--- config.mk ---
export PLATFORM = sky130hd
export DESIGN_NAME = input_conditioner_flat
export DESIGN_NICKNAME = d
export VERILOG_FILES = /design/src/rtl/input_conditioner_if.sv /design/src/rtl/input_conditioner.sv /design/src/flat_wrapper.sv
export SDC_FILE = /design/constraint.sdc
export NUM_CORES = 1
export LEC_CHECK = 0
export CORE_MARGIN = 10
export CORE_UTILIZATION = 52
export DETAILED_ROUTE_END_ITERATION = 10
export PLACE_DENSITY = 0.77
export RECOVER_POWER = 25
export SYNTH_ARGS = -nofsm -noshare
export SYNTH_HDL_FRONTEND = slang
export SYNTH_SLANG_ARGS = --single-unit
--- constraint.sdc ---
create_clock -name clk -period 2 [get_ports clk]
set_input_delay 0.6 -clock clk [delete_from_list [all_inputs] [get_ports clk]]
set_output_delay 0.6 -clock clk [all_outputs]
set_load 0.02 [all_outputs]
--- src/rtl/input_conditioner_if.sv ---
// rtl/input_conditioner_if.sv - raw switch/button inputs and conditioned command outputs
interface input_conditioner_if;
  logic [3:0] sw_raw;
  logic       step_raw;
  logic [3:0] ext_input;
  logic       step_pulse;
  logic [3:0] sw_stable;
  logic [7:0] press_count;

  modport master (
    output sw_raw,
    output step_raw,
    input  ext_input,
    input  step_pulse,
    input  sw_stable,
    input  press_count
  );

  modport slave (
    input  sw_raw,
    input  step_raw,
    output ext_input,
    output step_pulse,
    output sw_stable,
    output press_count
  );
endinterface

--- src/rtl/input_conditioner.sv ---
// rtl/input_conditioner.sv - synchronize, debounce and latch switch command on step presses
module input_conditioner #(
  parameter int DEBOUNCE_CYCLES = 500000,
  parameter int SYNC_STAGES     = 2
) (
  input  logic                  clk,
  input  logic                  reset,
  input_conditioner_if.slave    bus
);

  localparam logic [19:0] CNT_LAST    = 20'(DEBOUNCE_CYCLES - 1);
  localparam logic [19:0] CNT_MAX     = 20'(DEBOUNCE_CYCLES);
  localparam logic [19:0] CNT_PRELOAD = 20'(DEBOUNCE_CYCLES - 2);

  typedef enum logic [1:0] {
    IDLE         = 2'd0,
    PRESS_WAIT   = 2'd1,
    HELD         = 2'd2,
    RELEASE_WAIT = 2'd3
  } state_t;

  // Bit 4 carries the step button, bits 3:0 the switches.
  logic [4:0]  sync_q [SYNC_STAGES];
  logic [3:0]  sw_sync;
  logic        step_sync;

  logic [3:0]  sw_prev_q;
  logic [19:0] sw_cnt_q;
  logic [3:0]  sw_stable_q;
  logic        sw_changed;

  state_t      state_q;
  state_t      state_d;
  logic [19:0] step_cnt_q;
  logic        step_cnt_clr;
  logic        step_cnt_inc;
  logic        accept;

  logic        step_pulse_q;
  logic [3:0]  ext_input_q;
  logic [7:0]  press_count_q;

  assign sw_sync    = sync_q[SYNC_STAGES-1][3:0];
  assign step_sync  = sync_q[SYNC_STAGES-1][4];
  assign sw_changed = (sw_sync != sw_prev_q);

  // Synchronizer chain shared by all five raw inputs.
  always_ff @(posedge clk) begin
    if (!reset) begin
      for (int i = 0; i < SYNC_STAGES; i++) sync_q[i] <= '0;
    end else begin
      sync_q[0] <= {bus.step_raw, bus.sw_raw};
      for (int i = 1; i < SYNC_STAGES; i++) sync_q[i] <= sync_q[i-1];
    end
  end

  // Switch debounce: one counter for the whole vector, any bit change restarts it.
  always_ff @(posedge clk) begin
    if (!reset) begin
      sw_prev_q   <= '0;
      sw_cnt_q    <= '0;
      sw_stable_q <= '0;
    end else begin
      sw_prev_q <= sw_sync;
      if (sw_changed) begin
        sw_cnt_q <= '0;
      end else if (sw_cnt_q < CNT_MAX) begin
        sw_cnt_q <= sw_cnt_q + 20'd1;
        if (sw_cnt_q == CNT_PRELOAD) sw_stable_q <= sw_sync;
      end
    end
  end

  // Step FSM next-state and counter control.
  always_comb begin
    state_d      = state_q;
    step_cnt_clr = 1'b0;
    step_cnt_inc = 1'b0;
    accept       = 1'b0;
    case (state_q)
      IDLE: begin
        if (step_sync) begin
          state_d      = PRESS_WAIT;
          step_cnt_clr = 1'b1;
        end
      end
      PRESS_WAIT: begin
        if (!step_sync) begin
          state_d = IDLE;
        end else if (step_cnt_q == CNT_LAST) begin
          state_d = HELD;
          accept  = 1'b1;
        end else begin
          step_cnt_inc = 1'b1;
        end
      end
      HELD: begin
        if (!step_sync) begin
          state_d      = RELEASE_WAIT;
          step_cnt_clr = 1'b1;
        end
      end
      RELEASE_WAIT: begin
        if (step_sync) begin
          state_d = HELD;
        end else if (step_cnt_q == CNT_LAST) begin
          state_d = IDLE;
        end else begin
          step_cnt_inc = 1'b1;
        end
      end
      default: state_d = IDLE;
    endcase
  end

  // Step FSM state register.
  always_ff @(posedge clk) begin
    if (!reset) state_q <= IDLE;
    else        state_q <= state_d;
  end

  // Step debounce counter.
  always_ff @(posedge clk) begin
    if (!reset)            step_cnt_q <= '0;
    else if (step_cnt_clr) step_cnt_q <= '0;
    else if (step_cnt_inc) step_cnt_q <= step_cnt_q + 20'd1;
  end

  // Accepted press: strobe, latch the debounced switches, bump the press count.
  always_ff @(posedge clk) begin
    if (!reset) begin
      step_pulse_q  <= 1'b0;
      ext_input_q   <= '0;
      press_count_q <= '0;
    end else begin
      step_pulse_q <= accept;
      if (accept) begin
        ext_input_q   <= sw_stable_q;
        press_count_q <= press_count_q + 8'd1;
      end
    end
  end

  assign bus.step_pulse  = step_pulse_q;
  assign bus.ext_input   = ext_input_q;
  assign bus.sw_stable   = sw_stable_q;
  assign bus.press_count = press_count_q;

endmodule

--- src/flat_wrapper.sv ---
// flat-port wrapper written by rule: the top's interface ports become plain ports
module input_conditioner_flat 
#(
  parameter int DEBOUNCE_CYCLES = 500000,
  parameter int SYNC_STAGES     = 2
)
  (clk, reset, bus_sw_raw, bus_step_raw, bus_ext_input, bus_step_pulse, bus_sw_stable, bus_press_count);
  input_conditioner_if bus_i ();
  input  logic clk;
  input  logic reset;
  input wire logic [$bits(bus_i.sw_raw)-1:0] bus_sw_raw;
  input wire logic [$bits(bus_i.step_raw)-1:0] bus_step_raw;
  output wire logic [$bits(bus_i.ext_input)-1:0] bus_ext_input;
  output wire logic [$bits(bus_i.step_pulse)-1:0] bus_step_pulse;
  output wire logic [$bits(bus_i.sw_stable)-1:0] bus_sw_stable;
  output wire logic [$bits(bus_i.press_count)-1:0] bus_press_count;
  assign bus_i.sw_raw = bus_sw_raw;
  assign bus_i.step_raw = bus_step_raw;
  assign bus_ext_input = bus_i.ext_input;
  assign bus_step_pulse = bus_i.step_pulse;
  assign bus_sw_stable = bus_i.sw_stable;
  assign bus_press_count = bus_i.press_count;
  input_conditioner #(.DEBOUNCE_CYCLES(DEBOUNCE_CYCLES), .SYNC_STAGES(SYNC_STAGES)) u_core (.clk(clk), .reset(reset), .bus(bus_i));
endmodule
### Yosys cells after proc, flatten, opt, wreduce, memory -nomap -nowiden

Memory sizes are Yosys's and may differ from the RTL's.
Index checks and enable logic that the tools add are counted.

| storage, ports and cells | value |
|---|---|
| register bits after elaboration | 63 |
| RAM bits | 10 |
| bits of input ports | 7 |
| output and inout bits | 17 |
| memories kept | 1 |

| cells by class | value |
|---|---|
| $add $sub $neg | 3 |
| magnitude comparators | 1 |
| equal/unequal tests | 10 |
| multiplexer cells | 21 |
| bitwise logic cells | 4 |
| reductions and logical operators | 5 |

Memories:

| memory | words | width | rd ports | clocked after Yosys merged registers in | wr ports | line | RTL |
|---|---|---|---|---|---|---|---|
| u_core.sync_q | 2 | 5 | 2 | 0 | 2 | input_conditioner.sv:23 | `logic [4:0] sync_q [SYNC_STAGES];` |

Operators by type and width:

| cell | count |
|---|---|
| $add 20x1->20 const B | 2 |
| $eq 20x19->1 const B | 2 |
| $lt 20x19->1 const B | 1 |
| $mux 2 | 6 |
| $mux 1 | 10 |
| $mux 5 | 2 |
| $add 8x1->8 const B | 1 |
| $pmux 2 s4 | 1 |
| $eq 2x2->1 const B | 2 |
| $ne 4x4->1 | 1 |
| $pmux 1 s2 | 2 |
| $reduce_and 4->1 | 1 |
| $reduce_or 2->1 | 2 |
| $ne 3x1->1 const B | 1 |
| $ne 3x3->1 const B | 1 |
| $reduce_and 3->1 | 1 |
| $eq 2x1->1 const B | 1 |
| $logic_not 2->1 | 1 |
| $ne 2x1->1 const B | 1 |
| $ne 2x2->1 const B | 1 |
| $not 1->1 | 2 |
| $or 1x1->1 | 2 |

### Depth between registers and ports, before layout

Gate-level depths: netlist of the first run.

| depth | value |
|---|---|
| depth in word-level cells | 4 |
| gate-level depth with buffers | 7 |

### Worst setup path before layout of the first run

No wires, ideal clock.

| timing path | value |
|---|---|
| kind | reg2reg |
| from | register u_core.step_cnt_q[0] |
| to | register u_core.press_count_q[5], in the netlist u_core.bus.press_count[5] |
| library setup time | 71 ps |
| arrival time | 1,863 ps |
| data required time | 1,929 ps |
| path slack | 67 ps |
| cell stages (with the launch flop) | 7 |
| path buffers | 1 |
| clock period less this slack | 1,933 ps |
| cells stage by stage | dfxtp_1 ha_1 nand4_1 or3_1 clkbuf_1 or4_1 a21oi_1 |

| on the way | value |
|---|---|
| longest elaborated chain between the ends | 4 |

RTL lines:

| element | line | RTL |
|---|---|---|
| start, declared | input_conditioner.sv:34 | `logic [19:0] step_cnt_q;` |
| start signal, assigned | input_conditioner.sv:126 | `else if (step_cnt_inc) step_cnt_q <= step_cnt_q + 20'd1;` |
| $eq 20x19->1 | input_conditioner.sv:90 | `end else if (step_cnt_q == CNT_LAST) begin` |
| $mux 1 | input_conditioner.sv:90 |  |
| $mux 1 | input_conditioner.sv:88 | `if (!step_sync) begin` |
| $mux 1 | input_conditioner.sv:80 | `case (state_q)` |
| end signal, assigned | input_conditioner.sv:139 | `press_count_q <= press_count_q + 8'd1;` |
| end, declared | input_conditioner.sv:41 | `logic [7:0] press_count_q;` |

No other way between the ends.
A chain may end at the register's enable or synchronous reset.

### Worst setup path after layout of the first run

| timing path | value |
|---|---|
| from | register u_core.sw_cnt_q[11] |
| to | register u_core.sw_cnt_q[11] |

| on the way | value |
|---|---|
| longest elaborated chain between the ends | 1 |
| elaborated cells on any way between the ends | 2 |

RTL lines:

| element | line | RTL |
|---|---|---|
| start, declared | input_conditioner.sv:28 | `logic [19:0] sw_cnt_q;` |
| start signal, assigned | input_conditioner.sv:68 | `sw_cnt_q <= sw_cnt_q + 20'd1;` |
| $add 20x1->20 or $lt 20x19->1 (tied branches) | input_conditioner.sv:68, input_conditioner.sv:67 |  |

Several ways; a longest one is shown, not always the timed one.

==> results of run 1 <==
==> power groups by stage <==
stage | Combinational (mW) | Clock [mW] | Sequential [mW]
2_1_floorplan | 0.0521 | 0 | 1.51
3_3_place_gp | 0.0882 | 0 | 1.51
3_5_place_dp | 0.0900 | 0 | 1.51
4_1_cts | 0.0909 | 1.41 | 1.48
5_1_grt | 0.0954 | 1.48 | 1.48
6_report | 0.0843 | 1.39 | 1.48
==> cell families after synthesis <==
logic type	Yosys count	synth area share
simple gates	158	0.257
flops	73	0.469
compound gates	56	0.110
xor+xnor	37	0.104
buf+inv	28	0.0342
fa+ha+maj	4	0.0161
mux	3	0.00965
==> timing repair <==
item / 4_1_cts / 5_1_grt
setup buffers: 0 / 2
setup endpoints to repair: 3 / 11
resized for setup: 2 / 17
pin swaps: 1 / 8
==> routing by layer <==
metal	part of all wire	vias to the layer above	wire, um	global-route usage
li1	-	1355	-	-
met4	0.014	0	90	0.0615
met3	0.047	9	305	0.0405
met2	0.44	46	2890	0.202
met5	0	-	0	0
met1	0.50	1201	3260	0.164
==> layout make-up <==
class,instances,area [um2]
fill,469,1970
multi-input combinational,258,1590
sequential,73,1460
timing repair buffer,54,448
clock buffer,10,138
clock inverter,6,105
tap,75,93.8
inverter,13,48.8
==> cells in the final DEF, fill, tap and decap left out, types with 5 or more instances in the layout <==
cell / instances
o21ai_0: 20
o211ai_1: 7
clkbuf_8: 10
nand2_1: 28
xnor2_1: 6
or3_1: 9
inv_1: 13
nand4_1: 10
nor4_1: 5
xor2_1: 31
a21oi_1: 13
nor3_1: 8
nand3_1: 19
dfxtp_1: 72
buf_4: 26
clkdlybuf4s50_1: 17
and2_1: 8
o2111ai_1: 5
nor2_1: 46
==> stage by stage <==
| step | area [um2] | TNS, ns | hold slack, ns | setup slack [ns] | utilization |
|---|---|---|---|---|---|
| 3_5_place_dp | 3600 | 0 | 0.419 | 0.0264 | 0.615 |
| 5_1_grt | 3880 | -0.195 | 0.470 | -0.0417 | 0.664 |
| 3_3_place_gp | 3600 | 0 | 0.420 | 0.0597 | 0.615 |
| 6_report | 3880 | 0 | 0.440 | 0.0130 | 0.664 |
| 4_1_cts | 3840 | 0 | 0.445 | 0.00617 | 0.656 |
| 2_1_floorplan | 3110 | 0 | 0.412 | 0.0669 | - |
==> state kept, by name, summed over array words and instances (netlist names), named ones only <==
| register | cells |
|---|---|
| u_core.bus.ext_input | 4 |
| u_core.bus.press_count | 8 |
| u_core.bus.step_pulse | 1 |
| u_core.bus.sw_stable | 4 |
| u_core.state_q | 1 |
| u_core.step_cnt_q | 20 |
| u_core.sw_cnt_q | 20 |
| u_core.sw_prev_q | 4 |
| u_core.sync_q | 10 |
==> critical path, cell delays in order (launching register included) <==
cell,delay (ns)
dfxtp_1,0.32
or4_4,0.55
a211oi_4,0.29
o2111ai_1,0.24
or3_1,0.35
a21oi_1,0.16
==> final timing paths <==
| kind | from | endpoint | slack [ns] | cells after the start |
|---|---|---|---|---|
| setup / recovery | u_core.sw_cnt_q[11]$_SDFFE_PP0N_ | u_core.sw_cnt_q[11]$_SDFFE_PP0N_ | 0.01 | 5 |
| hold / removal | u_core.sync_q[0][4]$_SDFF_PN0_ | u_core.sync_q[0][9]$_SDFF_PN0_ | 0.44 | 1 |
| setup reg to reg | u_core.sw_cnt_q[11]$_SDFFE_PP0N_ | u_core.sw_cnt_q[11]$_SDFFE_PP0N_ | 0.01 | 5 |
| hold reg to reg | u_core.sync_q[0][4]$_SDFF_PN0_ | u_core.sync_q[0][9]$_SDFF_PN0_ | 0.44 | 1 |
==> flow_summary.yaml, run 1 <==
logic_synthesis:
  synth-edff-count: 0
  async_reset_ff_frac: 0
  syn_area_per_cell_um2: 8.67
  yosysWarnings: 0
  netlist.area_leader.share: 0.469
  syn_inst: 359
  netlist_area_um2: 3110
  synth_flop_cell: "dfxtp_1"
  ys_top_cells_by_count: "dfxtp_1, nor2_1, xor2_1, nand2_1, o21ai_0"
  synthTopCellsByArea: "dfxtp_1, xor2_1, nor2_1"
  synth_seq_cells: 73
  yosysSeqAreaShare: 0.469
  synthesis.nets: 370
  synth_top_area_cell: "dfxtp_1"
  ys_types: 36
  yosysMostFrequentCell: "dfxtp_1"
floorplan:
  initial_core_util: 0.532
  die_width_um: 97.4
  std_cell_rows: 28
  dieArea_um2: 9480
  die_height_um: 97.4
  core-area_um2: 5850
  ioPinCount: 24
cts:
  ctsHoldBuffers: 0
  clock_sinks: 73
  h-tree-depth: 3
  clkLatencyLatePin_ns: 0.35
  cts_buffer_depth: 2
  cts_buffers: 9
  cts_tree: "yes"
  cts-root-buf: "clkbuf_8"
  cts.clk_slew.worst_paths_ns: 0.08
place:
  dp_cells: 471
  place_congestion: 0.895
  hpwl_mm: 4.55
  io_buffer_count: 23
detailed_routing:
  first_pass_iters: 4
  via_per_inst: 5.34
  wl_per_cell_um: 13.4
  final_antenna_net_count: 0
  drc: 0
  wirelength_mm: 6.54
  drtIter0Drc: 148
  vias: 2611
critical_path:
  critPathLaunchType: "flop"
  crit_type: "reg2reg"
  endpoint_kind: "flop"
  worstPathRequired_ns: 2.28
  cp_max_fo: 4
  crit_arrival_ns: 2.27
layout:
  final-instance-count-excl-fill: 489
  area_growth_syn_to_layout_pct: 24.7
  drive_gt1_frac: 0.135
  final_nets: 420
  antenna_cells: 0
power:
  switching_share: 0.201
  p_clk_frac: 0.471
  p_comb_frac: 0.029
  p_switching_mw: 0.594
  pwr-share-seq: 0.501
  cellLeakagePower_nw: 1.44
  power.total_mw: 2.95
  power_density_nw_per_um2: 760
  peakVddDrop_mv: 0.434
  internal-power_mw: 2.36
sta:
  worst_pin_slew_ns: 0.619
  fin_crit_sh: 0.993
  rsz0062_at_grt: "yes"
  fmax_mhz: 503
  clock_skew_ns: 0.0114
  setup_viol: 0
  slew_viol_final: 0
  fin_crit_ns: 1.99
  relSlewSlack: 0.585
  hold_viol_final: 0
global_routing:
  grt_overflow: 0
  grt_pass1_vias: 2479
  antenna_found_initial: 0
  grt_max_degree: 21
  grt_pass1_wl_mm: 10.8
  grt_usage: 0.132
run_status:
  status: "completed"
job:
  max_cap_viol_count: 0
worst_hold_path:
  hold_path.class: "reg2reg"
Power figures use the tool's default switching activity.
==> run 2, diff against run 1 <==
RECOVER_POWER = 50   (was 25)
==> flow_summary.yaml, run 2 (synthesized netlist as in run 1, its figures left out) <==
detailed_routing:
  drc: 0
  vias: 2602
  via_per_inst: 5.32
  first_pass_iters: 4
  final_antenna_net_count: 0
  wl_per_cell_um: 13.4
  drtIter0Drc: 144
  wirelength_mm: 6.54
cts:
  clock_sinks: 73
  cts.clk_slew.worst_paths_ns: 0.08
  ctsHoldBuffers: 0
  cts-root-buf: "clkbuf_8"
  h-tree-depth: 3
  cts_buffers: 9
  clkLatencyLatePin_ns: 0.35
  cts_buffer_depth: 2
  cts_tree: "yes"
sta:
  setup_viol: 0
  fin_tns_setup_ns: 0
  hold_viol_final: 0
  layout_setup_ws_ns: 0.0129
  rsz0062_at_grt: "yes"
  fmax_mhz: 503
  slew_viol_final: 0
  worst_pin_slew_ns: 0.622
  clock_skew_ns: 0.0114
  fin_crit_sh: 0.994
  holdWs_ns: 0.440
  fin_crit_ns: 1.99
  relSlewSlack: 0.583
global_routing:
  grt_usage: 0.132
  antenna_found_initial: 0
  grt_pass1_vias: 2479
  grt_overflow: 0
  grt_max_degree: 21
  grt_pass1_wl_mm: 10.8
power:
  cellLeakagePower_nw: 1.41
  power_density_nw_per_um2: 764
  peakVddDrop_mv: 0.434
critical_path:
  endpoint_kind: "flop"
  cp_max_fo: 4
  worstPathRequired_ns: 2.28
  crit_type: "reg2reg"
  crit_arrival_ns: 2.27
  critPathLaunchType: "flop"
floorplan:
  core-area_um2: 5850
  initial_core_util: 0.532
  die_height_um: 97.4
  std_cell_rows: 28
  dieArea_um2: 9480
  die_width_um: 97.4
  ioPinCount: 24
job:
  max_cap_viol_count: 0
place:
  place_area_um2: 3600
  pre_cts_ws_ns: 0.0264
  io_buffer_count: 23
  hpwl_mm: 4.55
  place_congestion: 0.895
run_status:
  status: "completed"
layout:
  antenna_cells: 0
  final_cell_mix: "dfxtp_1, nor2_1, xor2_1, nand2_1, buf_4"
  finish.utilization: 0.661
  reg_top3: "u_core.step_cnt_q x20, u_core.sw_cnt_q x20, u_core.sync_q x10"
  drive_gt1_frac: 0.130
  final_nets: 420
  layout_commonest_cell: "dfxtp_1"
  area_growth_syn_to_layout_pct: 24.2
  final_area_um2: 3870
worst_hold_path:
  hold_path.class: "reg2reg"
## run 2: timing repair
action	CTS	global route
endpoints found under the setup margin	3	11
gates resized for setup	2	17
buffers inserted	0	2
pin swaps	1	8
## run 2: critical path: stages, from the launching register on
cell and delay (ns):
dfxtp_1 0.32, or4_4 0.55, a211oi_4 0.29, o2111ai_1 0.24, or3_1 0.36, a21oi_1 0.16
## run 2: per-layer routing
metal / global-route usage / wire length [um] / up-vias
met5: 0 / 0 / -
met4: 0.0615 / 82 / 0
met3: 0.0405 / 271 / 7
met2: 0.202 / 2890 / 38
met1: 0.164 / 3290 / 1201
li1: - / - / 1356
## run 2: final timing paths
| path | from | endpoint | slack [ns] | cells after the start |
|---|---|---|---|---|
| min reg2reg | u_core.sync_q[0][4]$_SDFF_PN0_ | u_core.sync_q[0][9]$_SDFF_PN0_ | 0.44 | 1 |
| min | u_core.sync_q[0][4]$_SDFF_PN0_ | u_core.sync_q[0][9]$_SDFF_PN0_ | 0.44 | 1 |
| max reg2reg | u_core.sw_cnt_q[11]$_SDFFE_PP0N_ | u_core.sw_cnt_q[11]$_SDFFE_PP0N_ | 0.01 | 5 |
| max | u_core.sw_cnt_q[11]$_SDFFE_PP0N_ | u_core.sw_cnt_q[11]$_SDFFE_PP0N_ | 0.01 | 5 |
## run 2: final cells by class
class                           instances  area [um2]
Tap cell                               75        93.8
Timing Repair Buffer                   54         432
Multi-Input combinational cell        258        1590
Clock inverter                          6         105
Sequential cell                        73        1460
Clock buffer                           10         138
Inverter                               13        48.8
Fill cell                             472        1980
## run 2: per-stage QoR
stage,power [mW],cells
after floorplan,1.56,359
after global placement,1.60,471
after detailed placement,1.60,471
after CTS,2.98,487
after global routing,3.05,489
final,2.95,489
## run 2: power breakdown
group          internal [mW]  switching, mW  total (mW)
combinational         0.0346         0.0498      0.0843
clock                  0.856          0.533        1.39
sequential              1.47         0.0106        1.48
